`config.mk`:
```
export PLATFORM = sky130hd
export DESIGN_NAME = mem_arbiter
export DESIGN_NICKNAME = d
export VERILOG_FILES = /design/src/rtl/mem_arbiter.sv
export SDC_FILE = /design/constraint.sdc
export NUM_CORES = 1
export LEC_CHECK = 0
export CORE_MARGIN = 10
export CORE_UTILIZATION = 42
export DETAILED_ROUTE_END_ITERATION = 8
export PLACE_DENSITY = 0.81
export SLEW_MARGIN = 10
export SYNTH_ARGS = -nofsm -noshare
export SYNTH_HDL_FRONTEND = slang
export SYNTH_SLANG_ARGS = --single-unit
```
`constraint.sdc`:
```
create_clock -name clk -period 2.4 [get_ports clk]
set_clock_uncertainty 0.05 [all_clocks]
set_input_delay 0.48 -clock clk [delete_from_list [all_inputs] [get_ports clk]]
set_output_delay 0.48 -clock clk [all_outputs]
set_load 0.1 [all_outputs]
```
`src/rtl/mem_arbiter.sv`:
```
// Arbiter sharing one single-ported memory between instruction fetch and load/store.
// Define ARB_ROUND_ROBIN_EN for round-robin on ties; default is fixed data priority.
module mem_arbiter #(
    parameter int DATA_WIDTH     = 32,
    parameter int ADDR_WIDTH     = 32,
    parameter int TIMEOUT_CYCLES = 15
) (
    input  logic                    clk,
    input  logic                    rst,
    input  logic                    if_req,
    input  logic [ADDR_WIDTH-1:0]   if_addr,
    output logic                    if_ready,
    output logic [DATA_WIDTH-1:0]   if_rdata,
    output logic                    if_err,
    input  logic                    d_req,
    input  logic                    d_we,
    input  logic [ADDR_WIDTH-1:0]   d_addr,
    input  logic [DATA_WIDTH-1:0]   d_wdata,
    input  logic [DATA_WIDTH/8-1:0] d_be,
    output logic                    d_ready,
    output logic [DATA_WIDTH-1:0]   d_rdata,
    output logic                    d_err,
    output logic                    m_req,
    output logic                    m_we,
    output logic [ADDR_WIDTH-1:0]   m_addr,
    output logic [DATA_WIDTH-1:0]   m_wdata,
    output logic [DATA_WIDTH/8-1:0] m_be,
    input  logic                    m_ack,
    input  logic [DATA_WIDTH-1:0]   m_rdata,
    output logic                    busy
);

    localparam int CNT_WIDTH = $clog2(TIMEOUT_CYCLES + 1);
    localparam logic [CNT_WIDTH-1:0] CNT_LAST = CNT_WIDTH'(TIMEOUT_CYCLES - 1);
    localparam logic [CNT_WIDTH-1:0] CNT_MAX  = CNT_WIDTH'(TIMEOUT_CYCLES);

    typedef enum logic [1:0] {
        IDLE,
        WAIT_I,
        WAIT_D,
        DONE
    } state_t;

    state_t               state;
    state_t               state_next;
    logic [CNT_WIDTH-1:0] to_cnt;
    logic                 grant_i;
    logic                 grant_d;
    logic                 pick_d;
    logic                 in_wait;
    logic                 finish;
    logic                 timeout;

`ifdef ARB_ROUND_ROBIN_EN
    logic last_grant_d;

    // Resetting to "data" hands the first tie to fetch.
    always_ff @(posedge clk) begin
        if (rst) begin
            last_grant_d <= 1'b1;
        end else if (grant_i || grant_d) begin
            last_grant_d <= grant_d;
        end
    end

    assign pick_d = d_req && !(if_req && last_grant_d);
`else
    assign pick_d = d_req;
`endif

    assign in_wait = (state == WAIT_I) || (state == WAIT_D);
    assign timeout = in_wait && !m_ack && (to_cnt >= CNT_LAST);
    assign finish  = in_wait && (m_ack || (to_cnt >= CNT_LAST));
    assign busy    = (state != IDLE);

    always_ff @(posedge clk) begin
        if (rst) begin
            state <= IDLE;
        end else begin
            state <= state_next;
        end
    end

    always_comb begin
        state_next = state;
        grant_i    = 1'b0;
        grant_d    = 1'b0;
        case (state)
            IDLE: begin
                if (d_req || if_req) begin
                    if (pick_d) begin
                        grant_d    = 1'b1;
                        state_next = WAIT_D;
                    end else begin
                        grant_i    = 1'b1;
                        state_next = WAIT_I;
                    end
                end
            end
            WAIT_I, WAIT_D: begin
                if (finish) begin
                    state_next = DONE;
                end
            end
            DONE:    state_next = IDLE;
            default: state_next = IDLE;
        endcase
    end

    always_ff @(posedge clk) begin
        if (rst) begin
            m_req    <= 1'b0;
            m_we     <= 1'b0;
            m_addr   <= '0;
            m_wdata  <= '0;
            m_be     <= '0;
            to_cnt   <= '0;
            if_ready <= 1'b0;
            if_err   <= 1'b0;
            if_rdata <= '0;
            d_ready  <= 1'b0;
            d_err    <= 1'b0;
            d_rdata  <= '0;
        end else begin
            if (grant_d) begin
                m_req   <= 1'b1;
                m_we    <= d_we;
                m_addr  <= d_addr;
                m_wdata <= d_wdata;
                m_be    <= d_be;
                to_cnt  <= '0;
            end else if (grant_i) begin
                m_req   <= 1'b1;
                m_we    <= 1'b0;
                m_addr  <= if_addr;
                m_wdata <= '0;
                m_be    <= '1;
                to_cnt  <= '0;
            end

            if (in_wait && !m_ack && (to_cnt != CNT_MAX)) begin
                to_cnt <= to_cnt + 1'b1;
            end

            // A late ack on the timeout cycle still counts as a normal completion.
            if (finish) begin
                m_req <= 1'b0;
                if (state == WAIT_I) begin
                    if_ready <= 1'b1;
                    if_err   <= timeout;
                    if_rdata <= timeout ? '0 : m_rdata;
                end else begin
                    d_ready <= 1'b1;
                    d_err   <= timeout;
                    d_rdata <= (timeout || m_we) ? '0 : m_rdata;
                end
            end

            if (state == DONE) begin
                if_ready <= 1'b0;
                if_err   <= 1'b0;
                d_ready  <= 1'b0;
                d_err    <= 1'b0;
            end
        end
    end

endmodule

```
## Yosys cells after proc, flatten, opt, wreduce, memory -nomap -nowiden

Index checks and enable logic that the tools add are counted.

| cells by class | value |
|---|---|
| add/sub/neg operators | 1 |
| multipliers | 0 |
| divide/modulo/power cells | 0 |
| $lt $le $gt $ge | 1 |
| equality and inequality tests | 6 |
| shift-type cells | 0 |
| multiplexer cells | 25 |
| bitwise logic cells | 1 |
| reductions and logical operators | 19 |

Operators by type and width:

| cell | count |
|---|---|
| 32-bit two-way mux | 6 |
| 4-bit two-way mux | 5 |
| 1-bit two-way mux | 10 |
| 2-bit two-way mux | 3 |
| 2-bit one-hot mux with 3 select lines | 1 |
| 2-bit AND reduction | 3 |
| 2-bit OR reduction | 3 |
| 4-bit by 1-bit adder with 4-bit output, second input constant | 1 |
| 2-bit == test, second input constant | 2 |
| 4-bit greater-or-equal comparator, second input constant | 1 |
| 1-bit logical AND | 4 |
| 1-bit logical OR | 4 |
| 2-bit != test, second input constant | 2 |
| 4-bit != test, second input constant | 1 |
| 2-bit nonzero test | 2 |
| 3-bit nonzero test | 1 |
| 2-bit by 1-bit == test with 1-bit output, second input constant | 1 |
| 2-bit zero test | 1 |
| 1-bit zero test | 1 |
| 1-bit inverter | 1 |

| word-level totals | value |
|---|---|
| register bits after elaboration | 144 |
| bits in latches | 0 |
| bits in writable memories | 0 |
| memory bits (read-only) | 0 |
| memories | 0 |

## Longest topological paths before layout

Gate-level depths: netlist of run 1.

| logic depth | value |
|---|---|
| depth after elaboration | 6 |
| mapped depth | 8 |
| depth with buffers taken out | 5 |

## Worst setup path after synthesis of run 1

Ideal clock, no wire load.

| timing | value |
|---|---|
| kind | reg-to-reg |
| from | register state[0] |
| to | register state[0] |
| arrival time | 1.946 ns |
| required time | 2.229 ns |
| setup slack | 0.283 ns |
| cell stages (with the launch flop) | 7 |
| buffers on the path | 1 |
| period minus slack after synthesis | 2.117 ns |
| path through | dfxtp_1 inv_1 ha_1 buf_4 inv_1 o32a_2 mux2_2 |

| between the ends | value |
|---|---|
| cells in the longest elaborated chain, start to end | 5 |

Ends and longest elaborated chain:

| what | line | text |
|---|---|---|
| start: declaration | 44 | `state_t state;` |
| start signal: assignment | 80 | `state <= state_next;` |
| 2-bit by 1-bit == test with 1-bit output / 2-bit == test (equally long branches) | 71, 88 |  |
| 1-bit logical OR | 71 | `assign in_wait = (state == WAIT_I) \|\| (state == WAIT_D);` |
| 1-bit logical AND | 73 | `assign finish = in_wait && (m_ack \|\| (to_cnt >= CNT_LAST));` |
| 2-bit != test (no source line) | - |  |
| 2-bit AND reduction (no source line) | - |  |

Parallel ways exist; a longest one is shown, timed or not.
A chain may end at the register's enable or synchronous reset.

## Worst setup path in the final report of run 1

| timing | value |
|---|---|
| from | register state[0] |
| to | output port busy |

| between the ends | value |
|---|---|
| cells in the longest elaborated chain, start to end | 1 |

Ends and longest elaborated chain:

| what | line | text |
|---|---|---|
| 2-bit nonzero test | 74 | `assign busy = (state != IDLE);` |
| end: declaration | 30 | `output logic busy` |

Every way passes these cells.

==> results.md, run 1 <==
* Sw Pwr at between 5 and 6 mW
* Post-synth EDFFs at 0
* Worst Hold End: d_rdata[20]
* Vias at about 5800
* Critical Path Source Type: register
* CP max stage cell: dfxtp_1
* Post CTS Setup Buffer Count at 0
* Area growth syn-to-layout at 52.1%
* Die area at approximately 0.02 mm²
* Synth area leader: dfxtp_1
* Detail Route Antenna Nets at 0
* Final min period at 1.95 ns
* GRT overflow at 0
* Compound-Gate Fraction of Synth Area at about 21%
* Seq/Total Area, Yosys at 46.9%
* Core ar. at about 0.014 mm²
* FILL cells at between 1000 and 1500
* Leak Pwr at roughly 3.7 nW
* Reg2reg start: state[0]
* Clock latency on the worst-skew pair at about 0.42 ns
* Final core utilization at about two thirds
* I/O Buffers at roughly 280
* Cell Chain, Critical Path: inv_1, ha_1, inv_1, buf_12
* Die width at approximately 140 µm
* DR vias/cell at ~5.2
* Combinational share of power at between 50% and 60%
* Largest family of logic cells by synthesized area: compound AO/OA/AOI/OAI gates
* Post-synth cell types at 38
* Starting Density at between 40% and 50%
* Hold Path Origin: d_rdata[20]
* Post-route clock period utilization at 81.3%
* Number of synthesized register bits at 144
* Post-synth top flop: dfxtp_1
* Worst relative slew slack at roughly 56%
* Syn Nets at 803
* Post-Synth Adder-Cell Area at ~1.2%
* Reg2Reg Depth at 6
* VDD IR-drop max at 657 µV
* Post-synthesis xor/xnor area fraction at 0.143%
* CP max stage delay at between 0.3 and 0.4 ns
* CTS sink count at 144
* Fraction of layout cells with a size suffix above 1 at between 20% and 30%
* Avg Inst Size Synth at ~9.3 µm²
* Final Max Slew Viols at 0
* Setup total negative slack at 0 ns
* Worst Tran Pin Value at 0.653 ns
* Worst reg2reg setup slack at around 0.50 ns
* Synth Area in Simple Gates at between 10% and 20%
* Clock tree buffer depth at 2
* RSZ-0062 raised after global routing: no
* Antenna violations before repair at 0
* First-pass GRT wire length at approximately 32000 µm
* Placed Area at 0.00869 mm²
* Storage cell area at between 0.002 and 0.003 mm²
* Post-route cell area at about 0.0093 mm²
* Crit Path Class: register to primary output
* Routability cong. at about 0.81
* CP Capture Type: primary output
* # diodes at 0
* Yosys warning total at 0
* Mapped cell area at 0.00615 mm²
* Die span in y at around 140 µm
* Status: finished clean
* IO Count at approximately 280
* HP Class: register to register
* Total track usage at 19.9%
* Async SR Flop Fraction at 0%
* Pwr/cell area at ~1300 mW/mm²
* Hold Fails Final Rpt at 0
* Max Cap Viol at 0
* Fmax at ~0.5 GHz
* Mux cell area share after synthesis at under 10%
* Worst path most repeated cell: inv_1
* Synth area leaders: dfxtp_1 (47%), nand2b_1 (6.9%), nor2_1 (6.2%)
* CTS clk-pin slew, worst paths at ~0.060 ns
* Worst Path Max Fanout at 3
* DR iter-0 viols at 246
* Num rows at 44
* CTS tree: done
* # setup viols final at 0
* Pint at about 6.2 mW
* First-pass DRT Iterations at 5
* Cells after Synth at ~660
* Critical Path RT at ~1.9 ns
* Net Sw Frac at about half
* Arrival time worst endpoint at 1.42 ns
* Sequential cell fraction of total power at between 20% and 30%
* WL per Instance at between 15 and 20 µm
* CTS Hold Buffers Added at 0
* Post-synth top area share at between 40% and 50%
* Num CTS Buffers at 17
* Reg-to-Reg End: d_rdata[21]
* Hold path depth at 2
* Placed wire-length estimate at between 15000 and 20000 µm
* H-Tree Depth at 4
* Post-cts sizing count at 0
* Via count of the first global-routing pass at 5782
* Multi-input gate area at approximately 0.0029 mm²
* Clk root buf: clkbuf_16
* Clk pwr share at roughly 24%
* Largest net degree at the start of global routing at about 180
* DRC errors left at 0
* Fin nets at ~1100
* Post-Route WL at ~21000 µm
## critical path, delay by kind of cell (launching register included)
family                     cells  cell delay [ns]
adders and majority gates      1             0.21
buffers and inverters          3             0.42
DFF                            1             0.36
## metal layers
| metal | GRT usage, % | share of wire (%) |
|---|---|---|
| met1 | 21.7 | 39 |
| met2 | 32.3 | 48 |
| met3 | 10.1 | 11 |
| met4 | 7.83 | 2.3 |
| met5 | 0 | 0 |
## Yosys cell counts (9+ instances only)
library cell,count
buf_2,26
a211oi_1,32
nand2b_1,68
o2bb2ai_1,23
nor2_1,101
clkbuf_1,30
nand3b_1,32
o21ai_0,32
a22oi_1,33
mux2i_1,32
o211ai_1,37
o22ai_1,9
dfxtp_1,144
## metrics by stage
step	total power [mW]	setup WS [ns]	hold WS (ns)	instances
after detailed placement	9.26	0.248	0.413	1075
after floorplan	7.77	0.283	0.463	659
after CTS	12.2	0.407	0.426	1107
after global routing	12.6	0.330	0.438	1107
final	12.1	0.449	0.421	1107
after global placement	9.21	0.294	0.401	1075
## power by group through the flow
stage,Sequential [mW],Clock [mW],Combinational [mW]
final,3.09,2.93,6.09
after CTS,3.09,2.99,6.13
after global routing,3.14,3.08,6.35
after global placement,3.13,0,6.08
after detailed placement,3.14,0,6.12
after floorplan,6.15,0,1.62
## cells by family (layout without fill, tap and decap cells)
logic type,count (synthesis),in the layout
flops,144,144
compound gates,184,184
buf+inv,70,334
mux,34,34
xor+xnor,1,1
simple gates,220,220
fa+ha+maj,6,6
## flip-flops by register name (all words and copies together), names as in the netlist
signal	cells
if_ready	1
d_err	1
m_req	1
m_we	1
m_wdata	32
if_rdata	32
to_cnt	4
m_be	4
state	2
d_ready	1
d_rdata	32
if_err	1
m_addr	32
## layout make-up
| cell class | count | area share (%) |
|---|---|---|
| multi-input combinational | 445 | 31.0 |
| clock inverter | 15 | 2.46 |
| sequential | 144 | 30.8 |
| timing repair buffer | 297 | 28.4 |
| tap | 184 | 2.46 |
| clock buffer | 17 | 4.55 |
| inverter | 5 | 0.201 |
## how the worst max path moves through the flow
stage               cells after the start  slack [ns]  startpoint           to
CTS                                     4        0.41    state[0]         busy
global placement                        4        0.29       m_ack     state[1]
detailed placement                      4        0.25       m_ack     state[1]
floorplan                               6        0.28    state[0]     state[0]
finish                                  4        0.45    state[0]         busy
global route                            6        0.33    state[0]  d_rdata[22]
## layout by cell type (no fill, tap or decap), types with 2 or more instances in the layout
cell	count
a211oi_1	32
a21oi_1	6
a22oi_1	33
a31oi_1	2
and3_1	2
buf_12	7
buf_4	154
bufinv_16	5
clkbuf_16	17
clkdlybuf4s50_1	136
clkinv_2	2
clkinv_4	2
clkinvlp_4	2
dfxtp_1	144
ha_1	6
inv_1	5
inv_6	3
mux2_2	2
mux2i_1	32
nand2_1	3
nand2b_1	68
nand3b_1	32
nor2_1	100
nor2b_1	2
nor3_1	5
o211ai_1	37
o21a_1	4
o21ai_0	32
o22ai_1	9
o2bb2ai_1	23
or3_1	3
Power figures use the tool's default switching activity.
==> inputs of run 2 (changes only) <==
==> constraint.sdc (replaced) <==
create_clock -name clk -period 1.8 [get_ports clk]
set_clock_uncertainty 0.05 [all_clocks]
set_input_delay 0.36 -clock clk [delete_from_list [all_inputs] [get_ports clk]]
set_output_delay 0.36 -clock clk [all_outputs]
set_load 0.1 [all_outputs]
==> run 2 against run 1 <==
  * Via count is 4.8% higher
  * Die area stayed put
  * Cell count is 1.3% higher
  * Critical path depth stayed put
  * Global-route usage is 2.7 points higher
  * Clock-buffer cell count is 1 higher
  * Utilization is 14 points higher
  * Hold slack worse by 0.18 ns
  * Sequential power is 44% higher
  * Cell area is 21% higher
  * First-iteration DRC count is 60% higher
==> results.md, run 2 (synthesis gave the netlist of run 1 again) <==
* DR vias/cell at 5.42
* DRC errors left at 0
* CTS clk-pin slew, worst paths at roughly 0.060 ns
* FILL cells at 861
* First-pass GRT wire length at between 30000 and 40000 µm
* Num rows at between 40 and 50
* Fraction of layout cells with a size suffix above 1 at about a quarter
* Die span in y at 141 µm
* H-Tree Depth at 4
* Post-Route WL at 23400 µm
* Antenna violations before repair at 0
* Post-route clock period utilization at 95.1%
* Die width at between 100 and 150 µm
* Worst Tran Pin Value at roughly 0.40 ns
* Reg2Reg Depth at 6
* Placed wire-length estimate at 17300 µm
* Via count of the first global-routing pass at 6499
* Reg-to-Reg End: d_rdata[10]
* Crit Path Class: register to primary output
* Post-route total power at approximately 18 mW
* Hold path depth at 2
* Commonest non-fill, non-tap cell in the layout: buf_12
* Post-route cell area at 0.0113 mm²
* HP Class: input port to register
* CP Capture Type: primary output
* Worst Hold End: to_cnt[1]
* CTS tree: done
* Area growth syn-to-layout at 84.3%
* WL per Instance at 20.8 µm
* Worst reg2reg setup slack at roughly 0.10 ns
* Largest net degree at the start of global routing at around 70
* Cell Chain, Critical Path: inv_2, ha_4, clkinvlp_4, buf_12
* Total track usage at a little under a quarter
* Post-Place Cells at between 1000 and 1500
* Fmax at around 0.58 GHz
* Core ar. at 0.0144 mm²
* DR iter-0 viols at 393
* Setup slack after layout at roughly 0.088 ns
* Hold Path Origin: rst
* Commonest non-fill, non-tap cells in the layout: buf_12 (154), dfxtp_1 (143), clkdlybuf4s50_1 (136), nor2_1 (100), nand2b_1 (68)
* Leak Pwr at about 4.3 nW
* First-pass DRT Iterations at 5
* Pwr/cell area at ~1600 mW/mm²
* Max Cap Viol at 0
* Vias at around 6000
* CP max stage cell: dfxtp_1
* Placed Area at approximately 0.011 mm²
* Final min period at roughly 1.7 ns
* Reg2reg start: state[1]
* Worst Path Max Fanout at 4
* Routability cong. at about 0.84
* Hold Fails Final Rpt at 0
* Fin nets at around 1100
* # setup viols final at 0
* Die area at around 0.020 mm²
* VDD IR-drop max at about 890 µV
* Starting Density at about 43%
* CTS Hold Buffers Added at 0
* Worst relative slew slack at a little over 70%
* Final core utilization at around 79%
* CP max stage delay at roughly 0.32 ns
* I/O Buffers at approximately 280
* CTS sink count at approximately 140
* Place WS at -0.121 ns
* GRT overflow at 0
* Clk root buf: clkbuf_16
* Status: finished clean
* Clock tree buffer depth at 2
* Non-filler instance count after layout at approximately 1100
* Critical Path Source Type: register
* Clock latency on the worst-skew pair at just over 0.4 ns
* Num CTS Buffers at 17
* Critical Path RT at 1.39 ns
* Final Max Slew Viols at 0
* Arrival time worst endpoint at between 1 and 1.5 ns
* Detail Route Antenna Nets at 0
* IO Count at between 200 and 300
run 2: changes by cell type in the layout (fill, tap and decap cells not counted), moves of 2 or more:
cell / change
buf_4: -135
inv_1: -3
inv_2: +2
buf_12: +147
run 2: worst max path at each step:
| stage | slack, ns | startpoint | end |
|---|---|---|---|
| detailed placement | -0.12 | if_req | m_addr[27] |
| floorplan | -0.16 | state[0] | state[0] |
| finish | 0.09 | state[1] | busy |
| global route | -0.02 | state[1] | d_rdata[10] |
| CTS | 0.05 | state[1] | d_rdata[10] |
| global placement | -0.003 | if_req | m_addr[0] |
run 2: what timing repair did:
action	4_1_cts	5_1_grt
pin swaps	1	0
gates cloned	0	1
buffers inserted	2	0
endpoints found under the setup margin	7	31
resized for setup	1	1
run 2: layer usage:
layer  vias up  track usage [%]  wire length [µm]  part of all wire (%)
met5         -                0                 0                     0
li1       2881                -                 -                     -
met3        27             11.0              2460                    11
met4         0             7.23               518                   2.2
met1      2906             22.8              8370                    36
met2       262             40.1             12000                    51
run 2: where the power goes:
group | total (mW) | internal, mW | switching, mW
Clock | 3.84 | 2.39 | 1.45
Sequential | 4.45 | 3.80 | 0.651
Combinational | 10.0 | 3.68 | 6.35
run 2: through the flow:
step           hold WS (ns)  setup TNS, ns
2_1_floorplan         0.425         -0.311
3_3_place_gp          0.444       -0.00339
3_5_place_dp          0.447         -0.807
4_1_cts               0.230              0
5_1_grt               0.240        -0.0596
6_report              0.245              0
run 2: area by class of cell:
| type | instances | area (µm²) | area share [%] |
|---|---|---|---|
| repair buffers | 310 | 4610 | 40.7 |
| multi-input cells | 445 | 2930 | 25.9 |
| flip-flops and latches | 144 | 2880 | 25.5 |
| clock buffers | 18 | 439 | 3.88 |
| well taps | 184 | 230 | 2.03 |
| clock inverters | 14 | 204 | 1.80 |
| inverters | 5 | 22.5 | 0.199 |
| diodes | 1 | 2.50 | 0.0221 |
run 2: worst max-delay path: cells and delay by family (launching register included):
family / cells / cell delay (ns)
flops: 1 / 0.32
fa+ha+maj: 1 / 0.16
buf+inv: 3 / 0.39
==> inputs of run 3 (changes only) <==
--- a/config.mk
+++ b/config.mk
@@ -5,6 +5,7 @@
 export SDC_FILE = /design/constraint.sdc
 export NUM_CORES = 1
 export LEC_CHECK = 0
+export ABC_CLOCK_PERIOD_IN_PS = 1800
 export CORE_MARGIN = 10
 export CORE_UTILIZATION = 42
 export DETAILED_ROUTE_END_ITERATION = 8
==> results of run 3 <==
The final DEF is identical to that of run 2; final timing and power are the same.
